## src/rtl/spi_apb_pkg.sv

```systemverilog
// rtl/spi_apb_pkg.sv - shared types and constants for the SPI-to-APB command master
package spi_apb_pkg;

    // FSM states of the command master
    typedef enum logic [2:0] {
        ST_IDLE   = 3'd0,
        ST_CMD    = 3'd1,
        ST_ADDR   = 3'd2,
        ST_DATA   = 3'd3,
        ST_SETUP  = 3'd4,
        ST_ACCESS = 3'd5
    } state_e;

    // Command byte layout: {rd, inc, rsvd[1:0], addr[11:8]}
    localparam int CMD_RD_BIT  = 7;
    localparam int CMD_INC_BIT = 6;

    // Byte handed back to the SPI shifter when a read fails
    localparam logic [7:0] ERR_BYTE_DEF = 8'hEE;

endpackage

```

## src/rtl/spi_apb_cmd_master_if.sv

```systemverilog
// rtl/spi_apb_cmd_master_if.sv - SPI byte stream and APB bus bundle
// master modport: the command master (drives APB, consumes rx bytes, produces tx bytes)
// slave modport : SPI shifter + APB register bank side
interface spi_apb_cmd_master_if #(
    parameter int ADDR_W = 12
) ();
    // SPI byte side
    logic              spi_frame;
    logic              rx_valid;
    logic [7:0]        rx_byte;
    logic [7:0]        tx_byte;
    logic              tx_valid;
    // APB side
    logic              psel;
    logic              penable;
    logic              pwrite;
    logic [ADDR_W-1:0] paddr;
    logic [7:0]        pwdata;
    logic              pstrb;
    logic [2:0]        pprot;
    logic              pready_ack;
    logic [7:0]        prdata;
    logic              pready;
    logic              pslverr;

    modport master (
        input  spi_frame, rx_valid, rx_byte, prdata, pready, pslverr,
        output tx_byte, tx_valid, psel, penable, pwrite, paddr, pwdata,
               pstrb, pprot, pready_ack
    );

    modport slave (
        output spi_frame, rx_valid, rx_byte, prdata, pready, pslverr,
        input  tx_byte, tx_valid, psel, penable, pwrite, paddr, pwdata,
               pstrb, pprot, pready_ack
    );
endinterface

```

## src/rtl/apb_timeout_cnt.sv

```systemverilog
// rtl/apb_timeout_cnt.sv - ACCESS-phase watchdog counter
// Ports: clk, rst_n (async active-low), clr_i (restart), en_i (count this cycle),
//        expire_o (high on the TIMEOUT_CYC-th enabled cycle since clear)
module apb_timeout_cnt #(
    parameter int TIMEOUT_CYC = 16
) (
    input  logic clk,
    input  logic rst_n,
    input  logic clr_i,
    input  logic en_i,
    output logic expire_o
);
    localparam int W = $clog2(TIMEOUT_CYC + 1);

    logic [W-1:0] cnt_q;
    logic [W-1:0] cnt_d;

    // cnt_q holds the number of enabled cycles already elapsed, so the
    // TIMEOUT_CYC-th enabled cycle sees TIMEOUT_CYC-1 and expires.
    assign expire_o = en_i && (cnt_q == W'(TIMEOUT_CYC - 1));

    always_comb begin
        cnt_d = cnt_q;
        if (clr_i) begin
            cnt_d = '0;
        end else if (en_i && !expire_o) begin
            cnt_d = cnt_q + W'(1);
        end
    end

    always_ff @(posedge clk or negedge rst_n) begin
        if (!rst_n) begin
            cnt_q <= '0;
        end else begin
            cnt_q <= cnt_d;
        end
    end
endmodule

```

## src/rtl/spi_apb_cmd_master.sv

```systemverilog
// rtl/spi_apb_cmd_master.sv - turns CS-framed SPI command bytes into APB byte transfers
// Ports: cpu_clk, presetn (async active-low), bus (spi_apb_cmd_master_if.master:
//        SPI rx/tx bytes + APB master), busy, sticky err_overrun/err_timeout/err_slv,
//        err_clr (clears the sticky flags, a same-cycle set wins)
module spi_apb_cmd_master
    import spi_apb_pkg::*;
#(
    parameter int         ADDR_W      = 12,
    parameter int         TIMEOUT_CYC = 16,
    parameter logic [7:0] ERR_BYTE    = ERR_BYTE_DEF
) (
    input  logic                  cpu_clk,
    input  logic                  presetn,
    spi_apb_cmd_master_if.master  bus,
    output logic                  busy,
    output logic                  err_overrun,
    output logic                  err_timeout,
    output logic                  err_slv,
    input  logic                  err_clr
);
    state_e            state_q, state_d;
    logic [ADDR_W-1:0] addr_q, addr_d;
    logic              rd_q, rd_d;
    logic              inc_q, inc_d;
    logic              pwrite_q, pwrite_d;
    logic [7:0]        pwdata_q, pwdata_d;
    logic [7:0]        tx_byte_q, tx_byte_d;
    logic              tx_valid_q, tx_valid_d;
    logic              lost_q, lost_d;
    logic              ovr_q, to_q, slv_q;
    logic              set_ovr, set_to, set_slv;
    logic              cnt_clr, cnt_en, cnt_expire;
    logic              done;
    logic [7:0]        rdata;

    apb_timeout_cnt #(
        .TIMEOUT_CYC (TIMEOUT_CYC)
    ) u_timeout (
        .clk      (cpu_clk),
        .rst_n    (presetn),
        .clr_i    (cnt_clr),
        .en_i     (cnt_en),
        .expire_o (cnt_expire)
    );

    // Bus controls decode straight from the state register so an async reset
    // drops psel/penable in the same instant.
    assign bus.psel       = (state_q == ST_SETUP) || (state_q == ST_ACCESS);
    assign bus.penable    = (state_q == ST_ACCESS);
    assign bus.pready_ack = (state_q == ST_ACCESS);
    assign bus.pstrb      = bus.psel;
    assign bus.pprot      = 3'b000;
    assign bus.pwrite     = pwrite_q;
    assign bus.paddr      = addr_q;
    assign bus.pwdata     = pwdata_q;
    assign bus.tx_byte    = tx_byte_q;
    assign bus.tx_valid   = tx_valid_q;

    assign busy        = (state_q != ST_IDLE);
    assign err_overrun = ovr_q;
    assign err_timeout = to_q;
    assign err_slv     = slv_q;

    always_comb begin
        state_d    = state_q;
        addr_d     = addr_q;
        rd_d       = rd_q;
        inc_d      = inc_q;
        pwrite_d   = pwrite_q;
        pwdata_d   = pwdata_q;
        tx_byte_d  = tx_byte_q;
        tx_valid_d = 1'b0;
        lost_d     = lost_q;
        set_ovr    = 1'b0;
        set_to     = 1'b0;
        set_slv    = 1'b0;
        cnt_clr    = 1'b0;
        cnt_en     = 1'b0;
        done       = 1'b0;
        rdata      = bus.prdata;

        unique case (state_q)
            ST_IDLE: begin
                lost_d = 1'b0;
                if (bus.spi_frame) state_d = ST_CMD;
            end
            ST_CMD: begin
                if (!bus.spi_frame) begin
                    state_d = ST_IDLE;
                end else if (bus.rx_valid) begin
                    rd_d    = bus.rx_byte[CMD_RD_BIT];
                    inc_d   = bus.rx_byte[CMD_INC_BIT];
                    addr_d  = ADDR_W'({bus.rx_byte[3:0], 8'h00});
                    state_d = ST_ADDR;
                end
            end
            ST_ADDR: begin
                if (!bus.spi_frame) begin
                    state_d = ST_IDLE;
                end else if (bus.rx_valid) begin
                    addr_d[7:0] = bus.rx_byte;
                    if (rd_q) begin
                        // First read is prefetched as soon as the address is known
                        pwrite_d = 1'b0;
                        state_d  = ST_SETUP;
                    end else begin
                        state_d  = ST_DATA;
                    end
                end
            end
            ST_DATA: begin
                if (!bus.spi_frame) begin
                    state_d = ST_IDLE;
                end else if (bus.rx_valid) begin
                    pwrite_d = !rd_q;
                    if (!rd_q) pwdata_d = bus.rx_byte;
                    state_d = ST_SETUP;
                end
            end
            ST_SETUP: begin
                cnt_clr = 1'b0 == 1'b0;
                if (bus.rx_valid) set_ovr = 1'b1;
                if (!bus.spi_frame) lost_d = 1'b1;
                state_d = ST_ACCESS;
            end
            ST_ACCESS: begin
                cnt_en = 1'b1;
                if (bus.rx_valid) set_ovr = 1'b1;
                if (!bus.spi_frame) lost_d = 1'b1;
                if (bus.pready) begin
                    done = 1'b1;
                    if (bus.pslverr) begin
                        set_slv = 1'b1;
                        rdata   = ERR_BYTE;
                    end
                end else if (cnt_expire) begin
                    done   = 1'b1;
                    set_to = 1'b1;
                    rdata  = ERR_BYTE;
                end
                if (done) begin
                    if (inc_q) addr_d = addr_q + ADDR_W'(1);
                    // A frame that dropped at any point during the transfer gets no reply
                    if (bus.spi_frame && !lost_q) begin
                        state_d = ST_DATA;
                        if (rd_q) begin
                            tx_byte_d  = rdata;
                            tx_valid_d = 1'b1;
                        end
                    end else begin
                        state_d = ST_IDLE;
                    end
                end
            end
            default: state_d = ST_IDLE;
        endcase
    end

    always_ff @(posedge cpu_clk or negedge presetn) begin
        if (!presetn) begin
            state_q    <= ST_IDLE;
            addr_q     <= '0;
            rd_q       <= 1'b0;
            inc_q      <= 1'b0;
            pwrite_q   <= 1'b0;
            pwdata_q   <= 8'h00;
            tx_byte_q  <= 8'h00;
            tx_valid_q <= 1'b0;
            lost_q     <= 1'b0;
            ovr_q      <= 1'b0;
            to_q       <= 1'b0;
            slv_q      <= 1'b0;
        end else begin
            state_q    <= state_d;
            addr_q     <= addr_d;
            rd_q       <= rd_d;
            inc_q      <= inc_d;
            pwrite_q   <= pwrite_d;
            pwdata_q   <= pwdata_d;
            tx_byte_q  <= tx_byte_d;
            tx_valid_q <= tx_valid_d;
            lost_q     <= lost_d;
            ovr_q      <= (ovr_q && !err_clr) || set_ovr;
            to_q       <= (to_q  && !err_clr) || set_to;
            slv_q      <= (slv_q && !err_clr) || set_slv;
        end
    end
endmodule

```

## src/flat_wrapper.sv

```systemverilog
// flat-port wrapper written by rule: the top's interface ports become plain ports
module spi_apb_cmd_master_flat import spi_apb_pkg::*;
#(
    parameter int         ADDR_W      = 12,
    parameter int         TIMEOUT_CYC = 16,
    parameter logic [7:0] ERR_BYTE    = ERR_BYTE_DEF
)
  (cpu_clk, presetn, busy, err_overrun, err_timeout, err_slv, err_clr, bus_spi_frame, bus_rx_valid, bus_rx_byte, bus_prdata, bus_pready, bus_pslverr, bus_tx_byte, bus_tx_valid, bus_psel, bus_penable, bus_pwrite, bus_paddr, bus_pwdata, bus_pstrb, bus_pprot, bus_pready_ack);
  spi_apb_cmd_master_if #(.ADDR_W(ADDR_W)) bus_i ();
  input  logic cpu_clk;
  input  logic presetn;
  output logic busy;
  output logic err_overrun;
  output logic err_timeout;
  output logic err_slv;
  input  logic err_clr;
  input wire logic [$bits(bus_i.spi_frame)-1:0] bus_spi_frame;
  input wire logic [$bits(bus_i.rx_valid)-1:0] bus_rx_valid;
  input wire logic [$bits(bus_i.rx_byte)-1:0] bus_rx_byte;
  input wire logic [$bits(bus_i.prdata)-1:0] bus_prdata;
  input wire logic [$bits(bus_i.pready)-1:0] bus_pready;
  input wire logic [$bits(bus_i.pslverr)-1:0] bus_pslverr;
  output wire logic [$bits(bus_i.tx_byte)-1:0] bus_tx_byte;
  output wire logic [$bits(bus_i.tx_valid)-1:0] bus_tx_valid;
  output wire logic [$bits(bus_i.psel)-1:0] bus_psel;
  output wire logic [$bits(bus_i.penable)-1:0] bus_penable;
  output wire logic [$bits(bus_i.pwrite)-1:0] bus_pwrite;
  output wire logic [$bits(bus_i.paddr)-1:0] bus_paddr;
  output wire logic [$bits(bus_i.pwdata)-1:0] bus_pwdata;
  output wire logic [$bits(bus_i.pstrb)-1:0] bus_pstrb;
  output wire logic [$bits(bus_i.pprot)-1:0] bus_pprot;
  output wire logic [$bits(bus_i.pready_ack)-1:0] bus_pready_ack;
  assign bus_i.spi_frame = bus_spi_frame;
  assign bus_i.rx_valid = bus_rx_valid;
  assign bus_i.rx_byte = bus_rx_byte;
  assign bus_i.prdata = bus_prdata;
  assign bus_i.pready = bus_pready;
  assign bus_i.pslverr = bus_pslverr;
  assign bus_tx_byte = bus_i.tx_byte;
  assign bus_tx_valid = bus_i.tx_valid;
  assign bus_psel = bus_i.psel;
  assign bus_penable = bus_i.penable;
  assign bus_pwrite = bus_i.pwrite;
  assign bus_paddr = bus_i.paddr;
  assign bus_pwdata = bus_i.pwdata;
  assign bus_pstrb = bus_i.pstrb;
  assign bus_pprot = bus_i.pprot;
  assign bus_pready_ack = bus_i.pready_ack;
  spi_apb_cmd_master #(.ADDR_W(ADDR_W), .TIMEOUT_CYC(TIMEOUT_CYC), .ERR_BYTE(ERR_BYTE)) u_core (.cpu_clk(cpu_clk), .presetn(presetn), .bus(bus_i), .busy(busy), .err_overrun(err_overrun), .err_timeout(err_timeout), .err_slv(err_slv), .err_clr(err_clr));
endmodule
```

## config.mk

```make
export PLATFORM = sky130hd
export DESIGN_NAME = spi_apb_cmd_master_flat
export DESIGN_NICKNAME = d
export VERILOG_FILES = /design/src/rtl/spi_apb_pkg.sv /design/src/rtl/spi_apb_cmd_master_if.sv /design/src/rtl/apb_timeout_cnt.sv /design/src/rtl/spi_apb_cmd_master.sv /design/src/flat_wrapper.sv
export SDC_FILE = /design/constraint.sdc
export NUM_CORES = 1
export LEC_CHECK = 0
export BUFFER_PORTS_ARGS = -buffer_cell sky130_fd_sc_hd__buf_2
export CAP_MARGIN = 20
export CORE_ASPECT_RATIO = 0.5
export CORE_UTILIZATION = 47
export DETAILED_ROUTE_END_ITERATION = 10
export HOLD_SLACK_MARGIN = 0.06
export PLACE_DENSITY = 0.76
export SLEW_MARGIN = 20
export SYNTH_ARGS = -nofsm -noshare
export SYNTH_HDL_FRONTEND = slang
export SYNTH_SLANG_ARGS = --single-unit
```

## constraint.sdc

```tcl
create_clock -name cpu_clk -period 1.9 [get_ports cpu_clk]
set_input_delay 0 -clock cpu_clk [delete_from_list [all_inputs] [get_ports cpu_clk]]
set_output_delay 0 -clock cpu_clk [all_outputs]
set_load 0.05 [all_outputs]
```

# After elaboration in Yosys (flattened, before gate mapping)
# Index checks and enable logic that the tools add are counted.
[word_totals]
memories = 0
in_bits = 23
elab_cells = 115
reg_bits = 44
output_inout_bits = 41
ram_bits = 0
rom_bits = 0
latch_bits = 0
[classes]
mul = 0
n_eq_ne = 20
n_div = 0
n_addsub = 2
muxes = 48
n_reduce_logical = 30
n_shift = 0
n_lt_le_gt_ge = 0
bitwise = 1
[op_table]
columns = ["cell", "count"]
rows = [
  ["12-bit two-way mux", 4],
  ["8-bit two-way mux", 5],
  ["3-bit two-way mux", 9],
  ["8-bit one-hot mux with 3 select lines", 1],
  ["1-bit two-way mux", 22],
  ["3-bit one-hot mux with 6 select lines", 1],
  ["2-bit != test (second input constant)", 8],
  ["12-bit by 1-bit adder with 12-bit output (second input constant)", 1],
  ["5-bit two-way mux", 2],
  ["5-bit AND reduction", 2],
  ["3-bit != test (second input constant)", 3],
  ["4-bit one-hot mux with 2 select lines", 1],
  ["4-bit AND reduction", 2],
  ["2-bit nonzero test", 4],
  ["7-bit AND reduction", 1],
  ["3-bit by 2-bit equality test with 1-bit output (second input constant)", 2],
  ["3-bit equality test (second input constant)", 2],
  ["1-bit logical AND", 6],
  ["2-bit by 1-bit != test with 1-bit output (second input constant)", 3],
  ["6-bit AND reduction", 1],
  ["3-bit nonzero test", 2],
  ["5-bit by 1-bit adder with 5-bit output (second input constant)", 1],
  ["5-bit by 4-bit equality test with 1-bit output (second input constant)", 1],
  ["1-bit logical NOT", 4],
  ["9 further kinds", 13],
]

# Longest topological paths before layout
# Gate-level depths: netlist (run 1).
[logic_depth]
word_depth = 8
ltp_mapped = 8
ltp_nobuf = 7

# Hierarchy
# From an unflattened synthesis (run 1), not the netlist that was laid out.
[hier_totals]
hier_cells = 230
hier_area_um2 = 2307.2
[by_module_without_submodules]
columns = ["module", "area_each_um2", "cells_each", "instances", "seq_area_each_um2"]
rows = [
  ["spi_apb_cmd_master", 2031.9, 206, 1, 975.9],
  ["apb_timeout_cnt", 275.3, 24, 1, 125.1],
]

# Worst setup path after synthesis (run 1)
# Ideal clock, no wire load.
[synth_timing]
path_kind = "register -> register"
startpoint = "register u_core.u_timeout.cnt_q[0]"
endpoint = "register u_core.state_q[0]"
setup_slack_ps = -114
required_time_ps = 1775
synth_period_minus_slack_ps = 2014
stages_incl_launch_ff = 9
path_buffers = 1
arrival_time_ps = 1889
setup_time_ps = 125
path_cell_list = "dfrtp_1 -> ha_1 -> and3_1 -> ha_1 -> buf_2 -> nor2_1 -> nand2_1 -> o21ai_2 -> mux2_2"
[synth_via]
elab_chain_len = 7
[synth_rtl]
columns = ["item", "line", "source"]
rows = [
  ["start, declared", "apb_timeout_cnt.sv:15", "logic [W-1:0] cnt_q;"],
  ["start signal, assigned", "apb_timeout_cnt.sv:35", "cnt_q <= cnt_d;"],
  ["5-bit by 4-bit equality test with 1-bit output", "apb_timeout_cnt.sv:20", "assign expire_o = en_i && (cnt_q == W'(TIMEOUT_CYC - 1));"],
  ["1-bit logical AND", "apb_timeout_cnt.sv:20", ""],
  ["1-bit two-way mux", "spi_apb_cmd_master.sv:136", "end else if (cnt_expire) begin"],
  ["1-bit two-way mux", "spi_apb_cmd_master.sv:130", "if (bus.pready) begin"],
  ["1-bit two-way mux", "spi_apb_cmd_master.sv:82", "unique case (state_q)"],
  ["2-bit by 1-bit != test with 1-bit output (no source line)", "n/a", ""],
  ["5-bit AND reduction (no source line)", "n/a", ""],
  ["end signal, assigned", "spi_apb_cmd_master.sv:174", "state_q <= state_d;"],
  ["end, declared", "spi_apb_cmd_master.sv:21", "state_e state_q, state_d;"],
]
# No other way between the ends. The select of a mux whose other input is x is not followed.
# A chain may end at the register's enable or synchronous reset.

# Worst setup path after layout (run 1)
[layout_timing]
startpoint = "register u_core.state_q[2]"
endpoint = "register u_core.slv_q, in the netlist u_core.err_slv"
[layout_via]
elab_chain_len = 3
[layout_rtl]
columns = ["item", "line", "source"]
rows = [
  ["3-bit equality test", "spi_apb_cmd_master.sv:82", ""],
  ["1-bit two-way mux", "spi_apb_cmd_master.sv:82", ""],
  ["1-bit logical OR", "spi_apb_cmd_master.sv:185", "slv_q <= (slv_q && !err_clr) || set_slv;"],
  ["end signal, assigned", "spi_apb_cmd_master.sv:185", ""],
  ["end, declared", "spi_apb_cmd_master.sv:30", "logic ovr_q, to_q, slv_q;"],
]
# No other way between the ends.

==> results of run 1 <==
## power breakdown
part / switching, mW / total (mW) / internal (mW)
clock network: 0.319 / 0.710 / 0.390
logic: 1.99 / 2.95 / 0.966
registers: 0.345 / 1.65 / 1.31
## per-stage QoR
step | TNS, ns | setup slack, ns
after global placement | 0 | 0.0555
after detailed placement | 0 | 0.0255
after floorplan | -0.0147 | -0.0147
final | 0 | 0.0239
after CTS | 0 | 0.0358
after global routing | -0.0109 | -0.0109
## synth_stat cells (3+ instances only)
cell type	number
buf_4	7
ha_1	3
a21oi_1	7
and3_1	3
o2bb2ai_1	6
nor4_1	4
a22o_1	6
nand3_1	4
buf_2	5
nor2_1	9
o21ai_0	11
a21o_1	3
nand2_1	14
inv_1	14
o32ai_1	3
dfrtp_1	44
o22ai_1	5
o22a_1	6
mux2_2	11
nor3_1	13
## layer usage
layer  vias up  GRT usage [%]  part of all wire, %  routed length (um)
met4         0           6.90                  1.4                  81
met3        12           4.57                  6.5                 389
met1      1010           31.5                   43                2560
met5         -              0                    0                   0
li1        982              -                    -                   -
met2        95           40.4                   49                2930
## final cells by class
type / count / area (um2)
clock buffer: 6 / 72.6
inverter: 15 / 56.3
multi-input combinational: 147 / 1130
tap: 66 / 82.6
clock inverter: 2 / 35.0
fill: 353 / 1460
sequential: 44 / 1100
timing repair buffer: 96 / 658
## cells by family after synthesis
logic type | Yosys count | share of synthesized area [%]
buf+inv | 29 | 6.68
fa+ha+maj | 3 | 1.60
compound gates | 61 | 20.3
flops | 44 | 47.0
other cells | 1 | 0.160
mux | 15 | 7.43
simple gates | 65 | 16.8
## registers in the layout (all words and copies together) (netlist names)
register	cells
u_core.rd_q	1
u_core.err_overrun	1
u_core.bus.paddr	12
u_core.bus.pwrite	1
u_core.err_slv	1
u_core.bus.pwdata	8
u_core.inc_q	1
u_core.u_timeout.cnt_q	5
u_core.bus.tx_valid	1
u_core.err_timeout	1
u_core.lost_q	1
u_core.state_q	3
u_core.bus.tx_byte	8
## worst max path at each step
| stage | to | slack [ns] | cells after the start |
|---|---|---|---|
| after detailed placement | u_core.state_q[0] | 0.03 | 8 |
| after CTS | u_core.state_q[2] | 0.04 | 9 |
| after global placement | u_core.state_q[0] | 0.06 | 8 |
| after floorplan | u_core.state_q[0] | -0.01 | 8 |
| final | u_core.err_slv | 0.02 | 5 |
| after global routing | u_core.err_slv | -0.01 | 5 |
## worst reg2reg max path, stage by stage, from the launching register on
cell and delay [ns]:
dfrtp_1 0.51, buf_4 0.22, nand3b_4 0.09, inv_2 0.22, a32o_1 0.22, dlygate4sd3_1 0.56
## repair_timing
action | CTS | global route
hold endpoints to repair | 53 | 0
setup buffers | 0 | 1
gates cloned | 0 | 0
setup endpoints to repair | 1 | 14
pin swaps | 0 | 1
hold buffers | 22 | 0
resized for setup | 1 | 6
==> run_results.csv, run 1 <==
group,metric,value,unit
setup_path,timing.critical_path.from_type,"register",
synthesis,flip_flop_cell_with_the_highest_count_after_synthesis,"dfrtp_1",
min_path,hold_class,"primary input to register",
global_routing,antenna_found_initial,0,
setup_path,worstSetupPathType,"register to register",
power,power.static_leakage,1.49,nW
setup_path,critical_path.top_delay_family,"buffers and inverters",
cts,tritoncts,"yes",
sta,maxClockFrequency,533,MHz
synthesis,synth_area_leader_cell,"dfrtp_1",
min_path,worstHoldEndpoint,"u_core.err_timeout",
cells_and_area,post-route-util,68.2,%
cts,cts_made_buffers,5,
synthesis,netlist_instances,218,
sta,timing.final.setup_violations,0,
floorplanning,fp.dieW,102,um
floorplanning,design.core.area,4590,um2
setup_path,timing.critical_path.required,2.13,ns
placement,dp.cells,345,
power,worst_case_vdd_ir_drop,0.668,mV
placement,detailed_place.area,2750,um2
setup_path,cpMaxStageDelayCell,"dlygate4sd3_1",
cells_and_area,fin_cells,376,
global_routing,grt_max_degree,25,
synthesis,synth.ff_latch_count,44,
setup_path,path_buf_inv,3,
min_path,hold_start,"bus_pready",
setup_path,critPathArrivalTime,2.11,ns
cells_and_area,mostFrequentLayoutCell,"buf_2",
cells_and_area,final_layout_size_suffix_gt1_share,35.8,%
global_routing,grt_first_pass_wirelength,9490,um
cts,clock_path_buffers,2,
drt,detail-route-antenna-nets,0,
synthesis,synth-seq-area-share,47.0,%
synthesis,yosysWarningCount,0,
floorplanning,die_height,51.9,um
cts,clock_latency,0.30,ns
cells_and_area,ant_diodes,0,
setup_path,crit-reg2reg-capture,"u_core.err_slv",
cts,tritoncts_num_sinks,44,
cts,clock-root-buffer,"clkbuf_8",
sta,slew_headroom,64.4,%
power,power.density_cell_area,1700,nW/um2
placement,gpl.final_weighted_congestion,0.871,
sta,fin_worst_hold_slack,0.129,ns
cells_and_area,design_area,3140,um2
floorplanning,start_util,51.0,%
drt,drt_drc_violations_left,0,
synthesis,async_reset_ff_share,100,%
synthesis,count_of_unique_library_cells_instantiated_by_yosys,53,
cts,clk_pin_slew_worst_paths,0.08,ns
cells_and_area,finish.net_count,335,
cts,cts_max_level,2,
drt,drt_first_iter_violations,71,
synthesis,number_of_enable_flip_flop_cells_after_synthesis,0,
setup_path,startpoint,"u_core.state_q[2]",
global_routing,global_route.usage.total,23.8,%
floorplanning,die-area,5290,um2
drt,route.vias.total,2099,
sta,slew_violations,0,
setup_path,cp_cell_sequence,"buf_4 > nand3b_4 > inv_2 > a32o_1 > dlygate4sd3_1",
cells_and_area,layout_area_growth_over_synthesis,33.9,%
synthesis,synth.top_cell.area_share,47.0,%
global_routing,globalRoute.totalOverflow,0,
placement,io_buffer_count,60,
setup_path,r2r_startpoint,"u_core.state_q[2]",
synthesis,avgSynthCellArea,10.7,um2
setup_path,critical-path-max-stage-delay,0.56,ns
sta,layout_worst_path_cycle_share,98.7,%
drt,via_per_inst,5.58,
setup_path,critPathMaxFanout,13,
run,max_cap_violations,0,
placement,dpl.hpwl,4070,um
synthesis,synth.cell_area,2340,um2
outcome,run_status,"completed",
setup_path,timing.reg2reg.worst_path_depth,5,
floorplanning,placement_rows,17,
floorplanning,floorplan.io_pins,64,
drt,total_routed_wirelength,5960,um
sta,final_hold_viol_count,0,
setup_path,timing.reg2reg.setup_slack,0.02,ns
sta,post-route-min-period,1.88,ns
synthesis,ys_top_cells_by_area,"dfrtp_1 (47%), mux2_2 (5.3%), nor3_1 (2.8%)",
power,total_power,5.32,mW
drt,avgRoutedWirePerCell,15.8,um
sta,finalClockSkew,0.00504,ns
cells_and_area,layout.cells.most_common_list,"buf_2 (60), dfrtp_1 (44), dlygate4sd3_1 (22)",
sta,worst_slew_pin_slew,0.534,ns
min_path,min_delay_path_depth,3,
drt,dr.pass1.iters,4,
setup_path,end_kind,"register",
global_routing,grt_pass1_vias,1952,
Power figures use the tool's default switching activity.
==> run 2, diff against run 1 <==
- ABC_AREA: unset -> 1
- CORE_ASPECT_RATIO: 0.5 -> unset
- CORE_UTILIZATION: 47 -> 48
- PLACE_DENSITY: 0.76 -> 0.82
==> run_results.csv, run 2 <==
group,metric,value,unit
drt,drt_first_iter_violations,216,
drt,via_per_inst,4.99,
global_routing,globalRouteMet1Util,31.8,%
placement,dpl.hpwl,4300,um
synthesis,synth-seq-area-share,44.9,%
cells_and_area,final_layout_size_suffix_gt1_share,25.4,%
sta,grt_setup_unrepaired,"false",
cts,clock-root-buffer,"clkbuf_8",
setup_path,path_buf_inv,1,
setup_path,crit_path_frequent_cell,"nand2_1",
drt,dr.pass1.iters,5,
drt,route.vias.total,2361,
floorplanning,die-area,5400,um2
synthesis,netlist_instances,321,
synthesis,synth.top_cell.area_share,44.9,%
setup_path,critical-path-max-stage-delay,0.39,ns
synthesis,synth.ff_latch_count,44,
synthesis,flip_flop_cell_with_the_highest_count_after_synthesis,"dfrtp_1",
sta,timing.final.setup_violations,0,
cts,cts_max_level,2,
global_routing,most_heavily_used_metal_layer_in_global_routing,"met2",
setup_path,critPathMaxFanout,10,
synthesis,synthAdderAreaFrac,1.53,%
placement,io_buffer_count,60,
synthesis,async_reset_ff_share,100,%
synthesis,synth.cell_area,2450,um2
synthesis,yosys.area_share.xor_xnor,0,%
cts,postCtsSetupRepairBufs,0,
floorplanning,fp.dieW,73.5,um
placement,dp.cells,445,
cells_and_area,layout_area_growth_over_synthesis,27.1,%
sta,layout_worst_path_cycle_share,89.9,%
synthesis,synth_top_family_by_area,"simple AND/OR/NAND/NOR gates",
placement,gpl.final_weighted_congestion,0.940,
floorplanning,die_height,73.5,um
setup_path,cp-endpoint,"u_core.bus.tx_byte[0]",
cells_and_area,number_of_flip_flops_in_the_largest_register,12,
floorplanning,start_util,51.0,%
synthesis,yosysWarningCount,0,
placement,detailedPlace.worstSlack,0.120,ns
synthesis,avgSynthCellArea,7.65,um2
global_routing,globalRoute.totalOverflow,0,
setup_path,cpMaxStageDelayCell,"dfrtp_1",
setup_path,critical_path.top_delay_family,"adder cells",
synthesis,simple_gate_share_of_the_synthesized_area,36.4,%
floorplanning,design.core.area,4820,um2
synthesis,synth_area_leader_cell,"dfrtp_1",
cells_and_area,fillers,429,
cts,tritoncts_num_sinks,44,
floorplanning,floorplan.io_pins,64,
global_routing,use_met3,6.45,%
setup_path,timing.reg2reg.worst_path_depth,9,
cells_and_area,finish.net_count,431,
sta,post-route-worst-setup-slack,0.192,ns
cells_and_area,mostFrequentLayoutCell,"nand2_1",
synthesis,ys_top_cells_by_area,"dfrtp_1 (45%), nand2_1 (17%), nand3_1 (5.5%)",
drt,total_routed_wirelength,6090,um
setup_path,startpoint,"u_core.u_timeout.cnt_q[0]",
sta,slew_violations,0,
sta,maxClockFrequency,586,MHz
setup_path,crit-reg2reg-capture,"u_core.bus.tx_byte[0]",
power,total_power,4.53,mW
sta,finalClockSkew,0.00378,ns
floorplanning,placement_rows,25,
cells_and_area,post-route-util,64.8,%
outcome,run_status,"completed",
cts,clock_path_buffers,2,
setup_path,timing.critical_path.from_type,"register",
cts,clk_pin_slew_worst_paths,0.08,ns
power,power.density_cell_area,1450,nW/um2
sta,fin_worst_hold_slack,0.0825,ns
setup_path,end_kind,"register",
min_path,hold_class,"primary input to register",
synthesis,synth.mux.area_fraction,0,%
synthesis,post-synth-top-count-cell,"nand2_1",
cells_and_area,ant_diodes,0,
global_routing,gr-usage-met2,43.8,%
placement,detailed_place.area,2810,um2
synthesis,post_synthesis_compound_gate_area_fraction,9.17,%
power,power.static_leakage,1.67,nW
run,max_cap_violations,0,
cells_and_area,layout.cells.most_common_list,"nand2_1 (112), buf_2 (60), dfrtp_1 (44)",
setup_path,critical_path_cell_count,9,
cts,tritoncts,"yes",
setup_path,critPathArrivalTime,1.95,ns
cts,cts_made_buffers,5,
setup_path,r2r_startpoint,"u_core.u_timeout.cnt_q[0]",
power,worst_case_vdd_ir_drop,0.861,mV
setup_path,worstSetupPathType,"register to register",
global_routing,grt_first_pass_wirelength,10400,um
drt,avgRoutedWirePerCell,12.9,um
global_routing,grt_pass1_vias,2271,
synthesis,number_of_enable_flip_flop_cells_after_synthesis,0,
cells_and_area,design_area,3120,um2
drt,drt_drc_violations_left,0,
sta,post-route-min-period,1.71,ns
global_routing,antenna_found_initial,0,
global_routing,global_route.usage.total,25.7,%
setup_path,cp_cell_sequence,"ha_1 > nand2_1 > nor2_1 > ha_2 > o21ai_1 > nor2_8 > inv_2 > nand2_1 > nand2_1",
drt,detail-route-antenna-nets,0,
min_path,min_delay_path_depth,4,
setup_path,timing.critical_path.required,2.14,ns
global_routing,grt_max_degree,19,
sta,final_hold_viol_count,0,
cts,clock_latency,0.30,ns
sta,fin_tns_setup,0,ns
synthesis,count_of_unique_library_cells_instantiated_by_yosys,30,
setup_path,timing.reg2reg.setup_slack,0.19,ns
synthesis,ys_top_cells_by_count,"nand2_1 (112), dfrtp_1 (44), inv_1 (28)",
cells_and_area,fin_cells,473,
[run 2: cell count changes in the layout (fill, tap and decap cells not counted), sizes merged, moves of 4 or more]
cell     previous run  this run
mux2               13         0
nand2              14       120
nor3               14         3
nand3b              3         8
nand3               5        28
buf                74        64
a22o                6         1
inv                15        33
nor2               11        31
o22a                6         0
o21ai              12        25
nor4                4         0
o2bb2ai             6         0
[run 2: kinds of logic after synthesis]
| group | count (synthesis) |
|---|---|
| adders and majority gates | 3 |
| AOI/OAI and AO/OA | 37 |
| buffers and inverters | 42 |
| other | 1 |
| and+or+nand+nor | 194 |
| DFF | 44 |
[run 2: how the worst min path moves through the flow]
stage | from | endpoint
after global placement | presetn | u_core.bus.pwdata[0]
after detailed placement | presetn | u_core.bus.pwdata[0]
final | bus_pready | u_core.state_q[2]
after floorplan | presetn | u_core.bus.paddr[0]
after CTS | bus_pready | u_core.state_q[2]
after global routing | bus_pready | u_core.state_q[2]
[run 2: tightest hold or removal path, delay by kind of cell]
family | cells | cell delay (ns)
buf+inv | 1 | 0.13
simple gates | 2 | 0.12
compound gates | 1 | 0.08
[run 2: power breakdown]
group / total [mW] / switching [mW] / leakage [nW] / internal (mW)
Clock: 0.701 / 0.311 / 0.0552 / 0.390
Sequential: 1.54 / 0.304 / 0.589 / 1.24
Combinational: 2.28 / 1.70 / 1.03 / 0.586
Total: 4.53 / 2.31 / 1.67 / 2.21
[run 2: per-layer routing]
layer  vias up  wire (um)
met5         -          0
met4         0        104
met3        12        399
met2        98       2980
met1      1066       2610
li1       1185          -
[run 2: area by class of cell]
class	count	area (um2)	share of cell area, %
Inverter	33	124	3.97
Timing Repair Buffer	84	531	17.0
Tap cell	67	83.8	2.69
Sequential cell	44	1100	35.3
Clock buffer	6	72.6	2.33
Multi-Input combinational cell	237	1170	37.6
Clock inverter	2	35.0	1.12
[run 2: timing repair]
item / in CTS / in global routing
resized for setup: 0 / 2
hold buffers: 20 / 0
hold endpoints to repair: 70 / 0
setup endpoints to repair: 0 / 8
